### src/rtl/sys_latch_bank.sv
// Addressable control-latch bank written by asynchronous 68k write strobes.
// Each committed write is reported with a one-cycle acknowledge and a toggle mask.
module sys_latch_bank #(
  parameter int unsigned SEL_W = 3,
  localparam int unsigned WIDTH = 2**SEL_W,
  parameter logic [WIDTH-1:0] RESET_VAL = '0,
  parameter logic [WIDTH-1:0] WR_MASK = '1,
  parameter int unsigned SYNC_STAGES = 2
) (
  input  logic             CLK_24M,
  input  logic             nRESET,
  input  logic [SEL_W-1:0] SEL,
  input  logic             D,
  input  logic [1:0]       MODE,
  input  logic             nWR,
  output logic [WIDTH-1:0] Q,
  output logic             WR_ACK,
  output logic             CHANGED,
  output logic [WIDTH-1:0] CHG_MASK
);

  typedef enum logic [1:0] {
    MODE_LATCH = 2'b00,
    MODE_DEMUX = 2'b01,
    MODE_CLEAR = 2'b10,
    MODE_HOLD  = 2'b11
  } mode_e;

  mode_e mode;
  assign mode = mode_e'(MODE);

  logic [SYNC_STAGES-1:0] sync_q;
  logic [SYNC_STAGES-1:0] fill_q;
  logic                   synced;
  logic                   filled;
  logic                   hist_q;
  logic                   armed;
  logic                   ev_q;

  assign synced = sync_q[SYNC_STAGES-1];
  assign filled = fill_q[SYNC_STAGES-1];

  // fill_q marks when synced carries a real nWR sample rather than the reset-forced 1,
  // so a strobe already low at reset release can never arm the detector.
  always_ff @(posedge CLK_24M or negedge nRESET) begin
    if (!nRESET) begin
      sync_q <= '1;
      fill_q <= '0;
      hist_q <= 1'b1;
      armed  <= 1'b0;
      ev_q   <= 1'b0;
    end else begin
      sync_q[0] <= nWR;
      fill_q[0] <= 1'b1;
      for (int unsigned i = 1; i < SYNC_STAGES; i++) begin
        sync_q[i] <= sync_q[i-1];
        fill_q[i] <= fill_q[i-1];
      end
      hist_q <= synced;
      armed  <= armed | (filled & synced);
      ev_q   <= armed & hist_q & ~synced;
    end
  end

  logic [WIDTH-1:0] sel_hot;
  logic [WIDTH-1:0] q_raw;
  logic [WIDTH-1:0] q_new;

  always_comb begin
    sel_hot      = '0;
    sel_hot[SEL] = 1'b1;
    q_raw        = Q;
    unique case (mode)
      MODE_LATCH: q_raw[SEL] = D;
      MODE_DEMUX: q_raw = sel_hot & {WIDTH{D}};
      MODE_CLEAR: q_raw = '0;
      MODE_HOLD:  q_raw = Q;
    endcase
    q_new = (q_raw & WR_MASK) | (RESET_VAL & ~WR_MASK);
  end

  always_ff @(posedge CLK_24M or negedge nRESET) begin
    if (!nRESET) begin
      Q        <= RESET_VAL;
      WR_ACK   <= 1'b0;
      CHANGED  <= 1'b0;
      CHG_MASK <= '0;
    end else if (ev_q) begin
      Q        <= q_new;
      WR_ACK   <= 1'b1;
      CHANGED  <= |(Q ^ q_new);
      CHG_MASK <= Q ^ q_new;
    end else begin
      WR_ACK   <= 1'b0;
      CHANGED  <= 1'b0;
      CHG_MASK <= '0;
    end
  end

endmodule

### config.mk
export PLATFORM = sky130hd
export DESIGN_NAME = sys_latch_bank
export DESIGN_NICKNAME = d
export VERILOG_FILES = /design/src/rtl/sys_latch_bank.sv
export SDC_FILE = /design/constraint.sdc
export NUM_CORES = 1
export LEC_CHECK = 0
export ABC_AREA = 1
export ABC_CLOCK_PERIOD_IN_PS = 1600
export BUFFER_PORTS_ARGS = -buffer_cell sky130_fd_sc_hd__buf_2
export CAP_MARGIN = 25
export CELL_PAD_IN_SITES_DETAIL_PLACEMENT = 0
export CELL_PAD_IN_SITES_GLOBAL_PLACEMENT = 1
export CORE_MARGIN = 2
export CORE_UTILIZATION = 35
export DETAILED_ROUTE_END_ITERATION = 10
export GPL_TIMING_DRIVEN = 0
export PLACE_DENSITY = 0.82
export SYNTH_ARGS = -nofsm -noshare
export SYNTH_HDL_FRONTEND = slang
export SYNTH_SLANG_ARGS = --single-unit
### constraint.sdc
create_clock -name CLK_24M -period 1.6 [get_ports CLK_24M]
set_input_delay 0.16 -clock CLK_24M [delete_from_list [all_inputs] [get_ports CLK_24M]]
set_output_delay 0.16 -clock CLK_24M [all_outputs]
set_load 0.005 [all_outputs]
==> metrics.yaml <==
die:
  start_util: 0.363
  io_pins: 27
  dieHeight_um: 65.6
  dieArea_sq_um: 4300
  die_x_um: 65.6
  num_rows: 22
  core_area_sq_um: 3660
timing:
  min_period_over_period: 0.811
  worst_pin_slew_ns: 0.559
  max_slew_margin: 0.628
  final-max-slew-violation-count: 0
  fin_tns_setup_ns: 0
  rsz0062_at_grt: "no"
  worst_hold_slack_ns: 0.338
  fin_crit_ns: 1.30
  finalSetupViolations: 0
  fmax_mhz: 771
  fin_skew_ns: 0.00326
  finalHoldViolCount: 0
setup_path:
  endpoint_kind: "flop"
  cp.required_ns: 1.73
  cpPeakStageDelay_ns: 0.45
  cp.buffers_inverters: 0
  slowest_stage: "dfrtp_1"
  arrival_ns: 1.43
  cp_max_fo: 6
  start_kind: "flop"
  crit_path_start: "Q[1]"
  cp_top_family: "flip-flops"
  timing.rr.start: "Q[1]"
  path_class: "flop to flop"
  crit_chain: "a21oi_2 > a21oi_2 > nand2_1 > nand2_1 > nand2_1 > nand2_1 > nor2_1 > a21oi_1"
  cp_common_cell: "nand2_1"
logic_synthesis:
  synth_area_leader_cell: "dfrtp_1"
  yosysSeqAreaShare: 0.474
  syn_avg_cell_area_sq_um: 8.09
  synth.area.top_cells: "dfrtp_1 41%, nand2_1 13%, nand3_1 8.3%, dfstp_2 5.9%, a21oi_1 4.9%"
  syn_area_sq_um: 1330
  post-synth-top-count-cell: "nand2_1"
  async_flop_share: 1.00
  synth_fp_nets: 173
  synth_top_area_frac: 0.415
  ys.flop_type: "dfrtp_1"
  yosysUniqueCellTypes: 21
  synth-seq-cells: 25
  yosysWarnings: 0
  netlist_instances: 164
  synth_top_cells_by_count: "47 x nand2_1, 22 x dfrtp_1, 22 x nand3_1"
  synth_edf_count: 0
drt:
  first_pass_iters: 2
  route.detailed.drc: 0
  wl_per_cell_um: 11.4
  drt_iter0_drc: 56
  dr_total_vias: 1100
  postRouteAntennaNets: 0
  drt-total-wl_um: 2730
  viasPerCell: 4.60
power_and_ir_drop:
  internal-power_mw: 1.02
  comb_power_share: 0.243
  p_seq_frac: 0.515
  p_clk_frac: 0.242
  swShare: 0.313
  irDropWorstVdd_v: 0.000582
  p_per_area_nw_per_um2: 951
  power.leakage_nw: 0.776
  switchingPower_mw: 0.464
cts:
  cts_setup_buffers: 0
  htree_levels: 1
  cts_buffers: 3
  cts_tree: "yes"
  clk_pin_slew_worst_paths_ns: 0.08
  cts.sinks: 25
  root_buffer: "clkbuf_8"
  clk_latency_ns: 0.26
  cts_buffer_depth: 2
layout:
  fin_area_sq_um: 1560
  diodes: 0
  area_growth_pct: 17.4
  drive_gt1_frac: 0.246
  stdcell_count: 239
  post-route-util: 0.426
  fill_cells: 376
  fin_nets: 201
run:
  cap_violations: 0
outcome:
  outcome: "completed"
placement:
  place_inst: 233
  portBuffers: 21
  place_area_sq_um: 1490
  dpl.hpwl_um: 1990
  place_congestion: 0.737
min_path:
  holdCritStartpoint: "SEL[0]"
  hp-class: "primary input to flop"
grt:
  grt_pass1_wl_um: 4840
  grt_pass1_vias: 1074
  grt_usage: 0.148
  grt_start_max_net_pins: 26
  grt_overflow: 0
  antenna_found_initial: 0
## worst paths after layout
check / slack [ns] / cells after the start / endpoint
max in group asynchronous: 0.81 / 2 / sync_q[0]
min in group asynchronous: 0.41 / 2 / Q[5]
worst min register to register: 0.36 / 0 / fill_q[1]
worst max-delay path: 0.30 / 8 / CHANGED
worst max register to register: 0.30 / 8 / CHANGED
worst min-delay path: 0.34 / 5 / Q[1]
## metal layers
layer	track usage	routed length [um]	vias to the layer above
met4	0.0469	22	0
met3	0.0325	98	2
met2	0.260	1330	17
met1	0.179	1290	491
li1	-	-	590
met5	0	0	-
## worst min-delay path, stage by stage
cell and delay, ns:
buf_6 0.12, nand3_2 0.08, a21oi_2 0.05, nand2_1 0.07
o21ai_0 0.07
## cell type report
cell class | count | area (sq um) | area share
clock inverter | 1 | 5.00 | 0.00321
multi-input combinational | 118 | 579 | 0.372
timing repair buffer | 23 | 125 | 0.0803
inverter | 14 | 58.8 | 0.0377
sequential | 25 | 629 | 0.404
clock buffer | 3 | 41.3 | 0.0265
tap | 48 | 60.1 | 0.0385
buffer | 7 | 60.1 | 0.0385
## per-stage QoR
stage / worst slack, ns / power, mW
after floorplan: 0.479 / 1.01
after global placement: 0.276 / 1.13
after detailed placement: 0.271 / 1.14
after CTS: 0.283 / 1.51
after global routing: 0.134 / 1.60
final: 0.303 / 1.48
## sequential cells by signal, indices dropped and copies added (netlist names)
register	cells
WR_ACK	1
armed	1
Q	8
CHG_MASK	8
hist_q	1
sync_q	2
fill_q	2
ev_q	1
CHANGED	1
## timing repair
action | 4_1_cts | 5_1_grt
endpoints found under the hold margin | 23 | 0
hold buffers | 2 | 0
resized for setup | 0 | 0
## cells in the final DEF (no fill, tap or decap)
| cell type | Yosys | routed |
|---|---|---|
| clkbuf_1 | 2 | 2 |
| clkinv_2 | 1 | 2 |
| nand4_1 | 6 | 6 |
| a21oi_1 | 13 | 13 |
| dfstp_2 | 3 | 3 |
| clkbuf_8 | 0 | 3 |
| nand2_1 | 47 | 47 |
| nand3_2 | 2 | 2 |
| dfrtp_1 | 22 | 22 |
| dlygate4sd3_1 | 0 | 2 |
| nor2_4 | 2 | 2 |
| inv_1 | 9 | 9 |
| clkinv_4 | 1 | 1 |
| buf_4 | 1 | 1 |
| buf_6 | 4 | 4 |
| nand3_1 | 22 | 22 |
| o21ai_0 | 8 | 8 |
| nor2_1 | 11 | 11 |
| a21o_1 | 1 | 1 |
| buf_2 | 0 | 21 |
| conb_1 | 1 | 1 |
| a21oi_2 | 4 | 4 |
| inv_2 | 3 | 3 |
| nor2_8 | 1 | 1 |
## power by group through the flow
stage / Combinational [mW] / Sequential, mW / Clock, mW
after floorplan: 0.236 / 0.771 / 0
after global placement: 0.356 / 0.773 / 0
after detailed placement: 0.362 / 0.776 / 0
after CTS: 0.366 / 0.764 / 0.380
after global routing: 0.427 / 0.777 / 0.399
final: 0.360 / 0.763 / 0.359
## cells by family (layout without fill, tap and decap cells)
| family | after synthesis | after routing | synth area share |
|---|---|---|---|
| compound gates | 26 | 26 | 0.111 |
| simple gates | 91 | 91 | 0.322 |
| buf+inv | 21 | 48 | 0.0895 |
| other cells | 1 | 1 | 0.00282 |
| flops | 25 | 25 | 0.474 |
Note: power is estimated with default switching activity, not from simulation.
